==> src/rtl/fpro_arb_pkg.sv <==
// ---------------------------------------------------------------------------
// fpro_arb_pkg
// Shared definitions for the FPro MMIO two-master arbiter:
//   - arb_state_t : arbiter FSM states (IDLE, ISSUE, ACK)
//   - NUM_REQ     : number of bus masters sharing the MMIO bus
//   - ADDR_W      : default MMIO word-address width
//   - DATA_W      : default MMIO data width
// ---------------------------------------------------------------------------
package fpro_arb_pkg;

  localparam int NUM_REQ = 2;
  localparam int ADDR_W  = 21;
  localparam int DATA_W  = 32;

  typedef enum logic [1:0] {
    IDLE  = 2'd0,
    ISSUE = 2'd1,
    ACK   = 2'd2
  } arb_state_t;

endpackage

==> src/rtl/fpro_rr_pick.sv <==
// ---------------------------------------------------------------------------
// fpro_rr_pick
// Combinational two-way round-robin selector.
// Ports:
//   req        in  NUM_REQ  request vector
//   last_grant in  1        index of the requester granted most recently
//   grant_idx  out 1        index of the winning requester (valid with any_req)
//   any_req    out 1        at least one request is pending
// ---------------------------------------------------------------------------
module fpro_rr_pick
  import fpro_arb_pkg::*;
(
  input  logic [NUM_REQ-1:0] req,
  input  logic               last_grant,
  output logic               grant_idx,
  output logic               any_req
);

  // A lone request wins outright; under contention the requester that was
  // not served last gets the bus, which gives strict alternation.
  always_comb begin
    any_req   = |req;
    grant_idx = 1'b0;
    case (req)
      2'b10:   grant_idx = 1'b1;
      2'b11:   grant_idx = ~last_grant;
      default: grant_idx = 1'b0;
    endcase
  end

endmodule

==> src/rtl/fpro_mmio_arbiter.sv <==
// ---------------------------------------------------------------------------
// fpro_mmio_arbiter
// Shares the FPro MMIO bus between the CPU bridge (requester 0) and a
// secondary master (requester 1). One requester is granted at a time with
// round-robin fairness; each transaction produces exactly one registered
// single-cycle MMIO strobe followed by a one-cycle acknowledge.
// Ports:
//   clk, reset                 clock and synchronous active-high reset
//   req_i, rd_i, wr_i          per-requester request / read / write
//   addr0_i, addr1_i           requester addresses
//   wr_data0_i, wr_data1_i     requester write data
//   ack_o, err_o, rd_data_o    completion pulse, illegal-command flag, read data
//   mmio_cs, mmio_read,
//   mmio_write, mmio_addr,
//   mmio_wr_data               MMIO bus master outputs
//   mmio_rd_data               MMIO read data, valid during the read strobe
// ---------------------------------------------------------------------------
module fpro_mmio_arbiter
  import fpro_arb_pkg::*;
#(
  parameter int ADDR_WIDTH = ADDR_W,
  parameter int DATA_WIDTH = DATA_W
) (
  input  logic                  clk,
  input  logic                  reset,
  input  logic [NUM_REQ-1:0]    req_i,
  input  logic [NUM_REQ-1:0]    rd_i,
  input  logic [NUM_REQ-1:0]    wr_i,
  input  logic [ADDR_WIDTH-1:0] addr0_i,
  input  logic [ADDR_WIDTH-1:0] addr1_i,
  input  logic [DATA_WIDTH-1:0] wr_data0_i,
  input  logic [DATA_WIDTH-1:0] wr_data1_i,
  output logic [NUM_REQ-1:0]    ack_o,
  output logic                  err_o,
  output logic [DATA_WIDTH-1:0] rd_data_o,
  output logic                  mmio_cs,
  output logic                  mmio_read,
  output logic                  mmio_write,
  output logic [ADDR_WIDTH-1:0] mmio_addr,
  output logic [DATA_WIDTH-1:0] mmio_wr_data,
  input  logic [DATA_WIDTH-1:0] mmio_rd_data
);

  arb_state_t state_q, state_d;

  logic                  win_q, win_d;
  logic                  rd_q, rd_d;
  logic                  wr_q, wr_d;
  logic                  err_q, err_d;
  logic [ADDR_WIDTH-1:0] addr_q, addr_d;
  logic [DATA_WIDTH-1:0] wdata_q, wdata_d;
  logic [DATA_WIDTH-1:0] rdata_q, rdata_d;
  logic                  last_grant_q, last_grant_d;
  logic                  cs_q, cs_d;
  logic                  rstb_q, rstb_d;
  logic                  wstb_q, wstb_d;
  logic [NUM_REQ-1:0]    ack_q, ack_d;
  logic                  err_out_q, err_out_d;

  logic                  pick_idx;
  logic                  any_req;
  logic                  sel_rd;
  logic                  sel_wr;
  logic [ADDR_WIDTH-1:0] sel_addr;
  logic [DATA_WIDTH-1:0] sel_wdata;

  fpro_rr_pick u_pick (
    .req        (req_i),
    .last_grant (last_grant_q),
    .grant_idx  (pick_idx),
    .any_req    (any_req)
  );

  // Command fields of whichever requester the selector currently favours.
  always_comb begin
    sel_rd    = rd_i[pick_idx];
    sel_wr    = wr_i[pick_idx];
    sel_addr  = pick_idx ? addr1_i : addr0_i;
    sel_wdata = pick_idx ? wr_data1_i : wr_data0_i;
  end

  // Next-state and next-output logic. Strobes, ack and err are computed one
  // cycle ahead and registered, so the bus sees glitch-free single-cycle
  // pulses. Requester inputs are only looked at in IDLE; the command is
  // frozen in registers for the rest of the transaction.
  always_comb begin
    state_d      = state_q;
    win_d        = win_q;
    rd_d         = rd_q;
    wr_d         = wr_q;
    err_d        = err_q;
    addr_d       = addr_q;
    wdata_d      = wdata_q;
    rdata_d      = rdata_q;
    last_grant_d = last_grant_q;
    cs_d         = 1'b0;
    rstb_d       = 1'b0;
    wstb_d       = 1'b0;
    ack_d        = '0;
    err_out_d    = 1'b0;

    case (state_q)
      IDLE: begin
        if (any_req) begin
          win_d   = pick_idx;
          rd_d    = sel_rd;
          wr_d    = sel_wr;
          addr_d  = sel_addr;
          wdata_d = sel_wdata;
          err_d   = ~(sel_rd ^ sel_wr);
          if (sel_rd ^ sel_wr) begin
            state_d = ISSUE;
            cs_d    = 1'b1;
            rstb_d  = sel_rd;
            wstb_d  = sel_wr;
          end else begin
            // Neither or both commands: skip the bus and report an error.
            state_d   = ACK;
            ack_d     = pick_idx ? 2'b10 : 2'b01;
            err_out_d = 1'b1;
          end
        end
      end
      ISSUE: begin
        state_d      = ACK;
        last_grant_d = win_q;
        ack_d        = win_q ? 2'b10 : 2'b01;
        if (rd_q) begin
          rdata_d = mmio_rd_data;
        end
      end
      ACK: begin
        state_d = IDLE;
        // Illegal commands never pass through ISSUE, so record the grant here.
        if (err_q) begin
          last_grant_d = win_q;
        end
      end
      default: begin
        state_d = IDLE;
      end
    endcase
  end

  // State and data registers. last_grant resets to 1 so requester 0 wins
  // the first contention; reset also kills any strobe in flight.
  always_ff @(posedge clk) begin
    if (reset) begin
      state_q      <= IDLE;
      win_q        <= 1'b0;
      rd_q         <= 1'b0;
      wr_q         <= 1'b0;
      err_q        <= 1'b0;
      addr_q       <= '0;
      wdata_q      <= '0;
      rdata_q      <= '0;
      last_grant_q <= 1'b1;
      cs_q         <= 1'b0;
      rstb_q       <= 1'b0;
      wstb_q       <= 1'b0;
      ack_q        <= '0;
      err_out_q    <= 1'b0;
    end else begin
      state_q      <= state_d;
      win_q        <= win_d;
      rd_q         <= rd_d;
      wr_q         <= wr_d;
      err_q        <= err_d;
      addr_q       <= addr_d;
      wdata_q      <= wdata_d;
      rdata_q      <= rdata_d;
      last_grant_q <= last_grant_d;
      cs_q         <= cs_d;
      rstb_q       <= rstb_d;
      wstb_q       <= wstb_d;
      ack_q        <= ack_d;
      err_out_q    <= err_out_d;
    end
  end

  assign ack_o        = ack_q;
  assign err_o        = err_out_q;
  assign rd_data_o    = rdata_q;
  assign mmio_cs      = cs_q;
  assign mmio_read    = rstb_q;
  assign mmio_write   = wstb_q;
  assign mmio_addr    = addr_q;
  assign mmio_wr_data = wdata_q;

endmodule

==> config.mk <==
export PLATFORM = sky130hd
export DESIGN_NAME = fpro_mmio_arbiter
export DESIGN_NICKNAME = d
export VERILOG_FILES = /design/src/rtl/fpro_arb_pkg.sv /design/src/rtl/fpro_rr_pick.sv /design/src/rtl/fpro_mmio_arbiter.sv
export SDC_FILE = /design/constraint.sdc
export NUM_CORES = 1
export LEC_CHECK = 0
export ABC_CLOCK_PERIOD_IN_PS = 3600
export BUFFER_PORTS_ARGS = -buffer_cell sky130_fd_sc_hd__buf_4
export CAP_MARGIN = 5
export CORE_ASPECT_RATIO = 0.9
export CORE_MARGIN = 2
export CORE_UTILIZATION = 48
export CTS_BUF_LIST = sky130_fd_sc_hd__clkbuf_8
export DETAILED_ROUTE_END_ITERATION = 6
export PLACE_DENSITY_LB_ADDON = 0.3
export SYNTH_ARGS = -nofsm -noshare
export SYNTH_HDL_FRONTEND = slang
export SYNTH_SLANG_ARGS = --single-unit
==> constraint.sdc <==
create_clock -name clk -period 3.6 [get_ports clk]
set_input_delay 0.9 -clock clk [delete_from_list [all_inputs] [get_ports clk]]
set_output_delay 0.9 -clock clk [all_outputs]
set_load 0.05 [all_outputs]
Word level (Yosys, flattened, before mapping) --
Index checks and enable logic that the tools add are counted.
Operators by class: add/subtract/negate cells 0, multiply operators 0, div/mod/pow operators 0, order comparisons 1, equal/unequal tests 6, shift-type cells 0, mux-type cells 19, bitwise operators 5, reduce and logical (&&, ||, !) cells 8
Operators by type and width (count):
- 32-bit 2-to-1 mux | 1
- 21-bit 2-to-1 mux | 1
- 2-bit 2-to-1 mux | 6
- 2-bit one-hot mux with 2 select lines | 2
- 1-bit 2-to-1 mux | 7
- 2-bit equality test, second input constant | 3
- 2-bit AND reduction | 3
- 2-bit inequality test, second input constant | 2
- 1-bit NOT | 4
- 1-bit one-hot mux with 2 select lines | 2
- 4-bit OR reduction | 1
- 3-bit OR reduction | 1
- 2-bit by 1-bit equality test with 1-bit output, second input constant | 1
- 2-bit zero test | 1
- 1-bit by 2-bit less-than comparator with 1-bit output, second input constant | 1
- 2-bit nonzero test | 1
- 2-bit OR reduction | 1
- 1-bit XOR | 1
Storage, ports and cells: flip-flop bits (word level) 97, latch bits 0, bits in writable memories 0, ROM bits 0, bits of input ports 146, output and inout bits 91, word-level logic and storage cells 52, memories 0

Longest topological paths before layout --
Gate-level depths: netlist (run 1).
depth after elaboration 8, gate-level depth with buffers 6, depth with buffers taken out 3

By module --
Synthesis (run 1) repeated with hierarchy kept, for this count alone.
Second synthesis, totals: cells, all modules 431, area total of the unflattened synthesis 4065.1 um^2
Modules (own cells, without submodules):
- fpro_mmio_arbiter | instances 1, cells each 429, area an instance 4051.4 um^2, seq. area each 1941.9 um^2
- fpro_rr_pick | instances 1, cells each 2, area an instance 13.8 um^2, seq. area each 0.0 um^2

Least setup slack after synthesis (run 1) --
OpenSTA, ideal clock, no wires.
kind in2reg, start in req_i[1], end reg wdata_q[4], in the netlist mmio_wr_data[4], library setup time 0.139 ns, arrival 1.681 ns, data required time 3.461 ns, path slack 1.780 ns, cell stages on the path 6, buffers on the path 3, path through or2_1 -> buf_2 -> buf_6 -> buf_6 -> a21oi_1 -> a311oi_2
Between the ends: longest elaborated chain between the ends 3, elaborated cells on any way between the ends 6, those cells by class eq/ne: 2; mux: 2; reduce/logical: 2
RTL lines:
- from (decl) | line fpro_mmio_arbiter.sv:26 | input logic [NUM_REQ-1:0] req_i,
- 2-bit equality test | line fpro_rr_pick.sv:24 | case (req)
- 1-bit one-hot mux with 2 select lines | line fpro_rr_pick.sv:24
- 32-bit 2-to-1 mux | line fpro_mmio_arbiter.sv:79 | sel_wdata = pick_idx ? wr_data1_i : wr_data0_i;
- to (signal assigned) | line fpro_mmio_arbiter.sv:170 | wdata_q <= wdata_d;
- to (decl) | line fpro_mmio_arbiter.sv:51 | logic [DATA_WIDTH-1:0] wdata_q, wdata_d;
Parallel ways exist; a longest one is shown, timed or not. A chain may end at the register's enable or synchronous reset.

Final worst setup path (run 1) --
start in req_i[0], end reg rstb_q, in the netlist mmio_read
Between the ends: longest elaborated chain between the ends 7, elaborated cells on any way between the ends 12, those cells by class eq/ne: 2; mux: 5; bitwise: 3; reduce/logical: 2
RTL lines:
- 2-bit equality test | line fpro_rr_pick.sv:24
- 1-bit one-hot mux with 2 select lines | line fpro_rr_pick.sv:24
- 1-bit 2-to-1 mux, on equally long branches (2 in a row) | line fpro_mmio_arbiter.sv:76, fpro_mmio_arbiter.sv:77
- 1-bit XOR | line fpro_mmio_arbiter.sv:111 | if (sel_rd ^ sel_wr) begin
- 1-bit NOT (no line)
- 4-bit OR reduction (no line)
- to (signal assigned) | line fpro_mmio_arbiter.sv:174 | rstb_q <= rstb_d;
- to (decl) | line fpro_mmio_arbiter.sv:55 | logic rstb_q, rstb_d;
Parallel ways exist; a longest one is shown, timed or not. The select of a mux whose other input is x is not followed.

==> out/results.txt, run 1 <==
Status -> finished clean
Internal -> 1890 uW
Critical path fanouts, max -> 58
H-Tree Depth -> 3
Sequential fraction of the synthesis area -> 47.1%
Ys Warns -> 0
DR top layer -> met4
Min-Delay Path Class -> reg2reg
DIE WIDTH -> 102 um
Slew Viols, Final -> 0
CTS Buf Count -> 9
Min Tclk post-route -> 2200 ps
Comb power frac -> 34.9%
WL met2 -> 6110 um
Detailed Place HPWL -> 8640 um
Most frequent cells in the layout -> buf_4 (242), nand2_1 (176), dfxtp_1 (97)
Grt ovf -> 0
Commonest non-fill, non-tap cell in the layout -> buf_4
Setup repair bufs after CTS -> 0
Initial DRT Pass Iterations -> 5
Max-cap violations -> 0
Startpoint Class -> input port
P_leak -> 0.00267 uW
Fill cells -> 651
CP Capture Type -> flop
DR iter-0 viols -> 183
Register area -> 1940 um^2
Die height -> 91.9 um
Worst skew pair latency -> 340 ps
Maximum vdd drop -> 0.000293 V
Initial antenna violation count -> 0
Final period util -> 61.2%
Final Hold Viols -> 0
Reg clk slew, reported paths -> 90 ps
# resized after CTS -> 0
Area delta synth->final -> 46.5%
Largest net degree at the start of global routing -> 69
Vias -> 4419
Slew headroom -> 21.5%
Net Sw Frac -> 36.7%
Fmax -> 454 MHz
Fin nets -> 850
# rows -> 32
Gp weighted congestion -> 0.775
Number of antenna diodes -> 0
Net Count, Synth -> 645
Setup tns final -> 0 ps
Cells after Synth -> 499
Worst-Margin Slew -> 1170 ps
Share of layout cells above drive strength 1 -> 38.8%
Synth top area cells -> dfxtp_1 (47%), nand2_1 (16%), a21oi_1 (11%), a311oi_1 (9.6%), a311oi_2 (3.3%)
Root Buffer -> clkbuf_8
Placed inst area -> 5840 um^2
Port Buffer Count -> 236
Arrival time at the worst endpoint -> 2460 ps
Final Cell Area -> 6040 um^2
Syn avg cell area -> 8.26 um^2
Tot GR Track Use -> 24.8%
Worst r2r path cells -> 4
Clock power frac -> 23.2%
Clk sinks -> 97
Flop pwr share -> 41.9%
Cell taking the most area after synthesis -> dfxtp_1
First-pass GRT wire length -> 18800 um
Vias in the first global route -> 3982
WHS Path Cells -> 2
TritonCTS clock tree -> built
Starting density of the core -> 48.8%
Sw Pwr -> 1100 uW
Core ar. -> 8450 um^2
Max Root-Sink Buffers -> 2
Hold_buf cts -> 0
I/O pin count -> 237
WL met3 -> 1130 um
Setup Viol. Count Final -> 0
Critical path required time -> 3850 ps
Final wirelength -> 12300 um
PD cells -> 495 nW/um^2
FF+latch count, synth -> 97
Cell area after synthesis -> 4120 um^2
Vias per cell -> 5.34
Post-synthesis cell type count -> 33
Unrepaired setup endpoints after global routing -> false
Yosys top cell area share -> 47.1%
Drt wl/cell -> 14.8 um
Wl on met1 -> 4840 um
Multi-input gate area -> 1910 um^2
Die area -> 9340 um^2
DRC -> 0
Clock Skews -> 13.9 ps
Remaining antenna violation count -> 0
Critical path type -> in2reg
-- cell type report --
class                      count  share of cell area (%)
tap                          119                    2.47
multi-input combinational    353                    31.7
sequential                    97                    32.2
clock buffer                  10                    2.28
timing repair buffer         243                    30.4
clock inverter                 6                   0.974
-- power groups by stage --
stage | sequential, uW | clock [uW] | combinational, uW
after floorplan | 1620 | 0 | 346
after global placement | 1270 | 0 | 1030
after detailed placement | 1270 | 0 | 1040
after CTS | 1250 | 710 | 1040
after global routing | 1270 | 750 | 1100
final | 1250 | 693 | 1040
-- state kept, by name, summed over array words and instances (netlist names) --
name,cells
ack_o,2
last_grant_q,1
win_q,1
mmio_write,1
rd_data_o,32
rd_q,1
mmio_addr,21
state_q,2
err_q,1
mmio_cs,1
mmio_wr_data,32
mmio_read,1
err_o,1
-- critical path, stage by stage --
cell	delay [ps]
buf_4	110
or2_2	860
nand2_1	280
a211oi_1	260
-- synthesized netlist by cell type (all sizes together) --
cell    count
a211oi      3
a21bo       1
a21boi      1
a21oi      88
a311oi     54
and2        1
and3b       2
buf        39
clkbuf     10
dfxtp      97
mux2        1
nand2     176
nand3       1
nand3b      5
nor2        3
nor2b       2
nor3        3
nor3b       2
nor4        1
o21a        1
o21ai       1
o21ba       1
o21bai      1
o31ai       2
or2         1
xor2        2
-- routing by layer --
layer  track usage, %  vias up
li1                 -     2152
met3             6.40       16
met4             8.22        0
met2             42.3      215
met1             30.3     2036
met5                0        -
-- metrics by stage --
stage | hold slack [ps] | util, % | power (uW) | std cells | setup WS (ps)
after floorplan | 470 | - | 1960 | 499 | 1780
after global placement | 442 | 69.1 | 2300 | 812 | 1140
after detailed placement | 448 | 69.1 | 2320 | 812 | 1090
after CTS | 459 | 71.4 | 3010 | 828 | 1440
after global routing | 481 | 71.4 | 3120 | 828 | 1290
final | 458 | 71.4 | 2990 | 828 | 1400
-- path summary, 6_finish.rpt --
check / from / end / slack, ps
worst max-delay path: req_i[0] / mmio_read / 1400
worst min-delay path: rd_data_o[31] / rd_data_o[31] / 460
worst max register to register: state_q[0] / mmio_addr[4] / 1530
worst min register to register: rd_data_o[31] / rd_data_o[31] / 460
-- kinds of logic (layout without fill, tap and decap cells) --
group,after synthesis,count (layout),share of synthesized area (%)
muxes,1,1,0.273
buffers and inverters,49,259,6.77
DFF,97,97,47.1
and+or+nand+nor,197,197,19.6
xor gates and xnor gates,2,2,0.425
AOI/OAI and AO/OA,153,153,25.8
Power figures use the tool's default switching activity.
==> run 2: changes to the inputs <==
- ABC_AREA: unset -> 1
- ABC_CLOCK_PERIOD_IN_PS: 3600 -> 2240
- CORE_UTILIZATION: 48 -> 44
- clock period: 3.6 -> 2.24 ns (I/O delays scaled with it)
==> out/results.txt, run 2 <==
Startpoint Class -> flop
Placed inst area -> 5710 um^2 (-2.2%)
PD cells -> 809 nW/um^2 (+64%)
Post-synth EDFFs -> 0 (unchanged)
DR top layer -> met4
Comb power frac -> 34.1% (-0.8 points)
Clock power frac -> 24.0% (+0.8 points)
Primary FF master, synth -> dfxtp_1
Die height -> 92.7 um (+0.83%)
Remaining antenna violation count -> 0 (unchanged)
Hold_buf cts -> 0 (unchanged)
WL met3 -> 929 um (-18%)
Final Cell Area -> 5910 um^2 (-2.1%)
Vias in the first global route -> 4093 (+2.8%)
Cell area after synthesis -> 3840 um^2 (-6.7%)
Pre-CTS setup slack -> 399 ps (-688 ps)
Internal -> 3010 uW (+59%)
Sequential fraction of the synthesis area -> 50.5% (+3.4 points)
Vias per cell -> 5.10 (-4.4%)
Unrepaired setup endpoints after global routing -> false
Critical path type -> reg2reg
Placed Cells incl. Taps -> 830 (+2.2%)
Status -> finished clean
Arrival time at the worst endpoint -> 1940 ps (-520 ps)
Die area -> 9500 um^2 (+1.7%)
Worst skew pair latency -> 350 ps (about the same)
Most numerous cell in the Yosys netlist -> nand2_1
Net Count, Synth -> 650 (+0.78%)
Fill cells -> 719 (+10%)
Detailed Place HPWL -> 8620 um (-0.26%)
DIE WIDTH -> 103 um (+0.83%)
Min Tclk post-route -> 1650 ps
Wl on met1 -> 4640 um (-4.1%)
WL met2 -> 5800 um (-5.0%)
FF+latch count, synth -> 97 (unchanged)
Clk sinks -> 97 (unchanged)
Final WS setup -> 588 ps (-808 ps)
Cell taking the most area after synthesis -> dfxtp_1
Flop pwr share -> 41.9% (about the same)
Setup repair bufs after CTS -> 0 (unchanged)
Most instantiated cells after synthesis -> nand2_1 (162), dfxtp_1 (97), a31oi_1 (53)
Maximum vdd drop -> 0.000494 V (+69%)
Commonest non-fill, non-tap cell in the layout -> buf_4
DRC -> 0 (unchanged)
First-pass GRT wire length -> 18600 um (-0.85%)
Final period util -> 73.8%
Net Sw Frac -> 37.0% (+0.29 points)
Fmax -> 605 MHz
CP Capture Type -> flop
CTS Buf Count -> 9 (unchanged)
Fin nets -> 868 (+2.1%)
Min-Delay Path Class -> reg2reg
Gp weighted congestion -> 0.797 (+2.8%)
Initial DRT Pass Iterations -> 5 (unchanged)
Post-synthesis cell type count -> 19 (-42%)
Final wirelength -> 11700 um (-4.5%)
# resized after CTS -> 0 (unchanged)
FFs w/ async S/R, synth -> 0% (unchanged)
Initial antenna violation count -> 0 (unchanged)
TritonCTS clock tree -> built
Yosys top cell area share -> 50.5% (+3.4 points)
H-Tree Depth -> 3 (unchanged)
Area delta synth->final -> 53.9%
Setup Viol. Count Final -> 0 (unchanged)
Grt ovf -> 0 (unchanged)
Non-Filler Instances -> 846 (+2.2%)
Most frequent cells in the layout -> buf_4 (246), nand2_1 (161), dfxtp_1 (97)
Sw Pwr -> 1770 uW (+61%)
Slew headroom -> 60.9% (+39 points)
Setup tns final -> 0 ps (unchanged)
Share of layout cells above drive strength 1 -> 37.4% (-1.4 points)
Core Util, Final -> 69.3% (-2.1 points)
Largest net degree at the start of global routing -> 94 (+36%)
Port Buffer Count -> 236 (unchanged)
Starting density of the core -> 45.1% (-3.7 points)
Vias -> 4316 (-2.3%)
# rows -> 32 (unchanged)
Synth top area cells -> dfxtp_1 (51%), nand2_1 (16%), a31oi_1 (8.6%), o21ai_0 (6.5%), nand3_1 (5.1%)
Critical path required time -> 2520 ps (-1330 ps)
Core ar. -> 8530 um^2 (+0.95%)
Cells after Synth -> 504 (+1.0%)
Worst-Margin Slew -> 586 ps (-588 ps)
P_leak -> 0.00274 uW (+2.4%)
Critical path fanouts, max -> 21 (-64%)
DR iter-0 viols -> 208 (+14%)
Number of antenna diodes -> 0 (unchanged)
Tot GR Track Use -> 24.3% (-0.56 points)
Syn avg cell area -> 7.62 um^2 (-7.7%)
Drt wl/cell -> 13.8 um (-6.5%)
Max-cap violations -> 0 (unchanged)
Root Buffer -> clkbuf_8
Max Root-Sink Buffers -> 2 (unchanged)
I/O pin count -> 237 (unchanged)
Final Hold Viols -> 0 (unchanged)
Slew Viols, Final -> 0 (unchanged)
Reg clk slew, reported paths -> 90 ps (about the same)
Clock Skews -> 7.98 ps (-5.95 ps)
Ys Warns -> 0 (unchanged)
[run 2: cell families (layout without fill, tap and decap cells)]
family	count (synthesis)	count (layout)	synth area share (%)
AOI/OAI and AO/OA	145	145	20.6
buffers and inverters	51	274	5.96
DFF	97	97	50.5
and+or+nand+nor	211	211	22.9
[run 2: final cells by class]
class / count / area, um^2 / share of cell area, %
Clock buffer: 10 / 138 / 2.33
Clock inverter: 6 / 66.3 / 1.12
Inverter: 9 / 36.3 / 0.614
Multi-Input combinational cell: 356 / 1670 / 28.3
Sequential cell: 97 / 1940 / 32.8
Tap cell: 119 / 149 / 2.52
Timing Repair Buffer: 249 / 1910 / 32.3
[run 2: worst max-delay path, cell delays in order (launching register included)]
cell	delay [ps]
dfxtp_1	390
inv_1	80
nor2_2	460
buf_4	360
nand3_1	140
a21oi_1	160
[run 2: power groups by stage]
stage | clock network (uW) | logic [uW] | registers (uW)
after floorplan | 0 | 457 | 2620
after global placement | 0 | 1610 | 2040
after detailed placement | 0 | 1640 | 2040
after CTS | 1180 | 1640 | 2000
after global routing | 1250 | 1730 | 2020
final | 1150 | 1630 | 2000
[run 2: routing by layer]
layer	GRT usage [%]	vias up
met3	6.64	28
met2	41.3	177
met1	28.5	1960
met4	10.0	0
met5	0	-
li1	-	2151
[run 2: stage by stage]
step	hold slack [ps]	power, uW
2_1_floorplan	444	3080
3_3_place_gp	450	3640
3_5_place_dp	453	3670
4_1_cts	458	4820
5_1_grt	454	5010
6_report	467	4790
[run 2: final timing paths]
path,slack (ps),endpoint,cells after the start,start
min reg2reg,470,rd_data_o[19],2,rd_data_o[19]
min,470,rd_data_o[19],2,rd_data_o[19]
max reg2reg,590,rd_data_o[28],5,state_q[0]
max,590,rd_data_o[28],5,state_q[0]
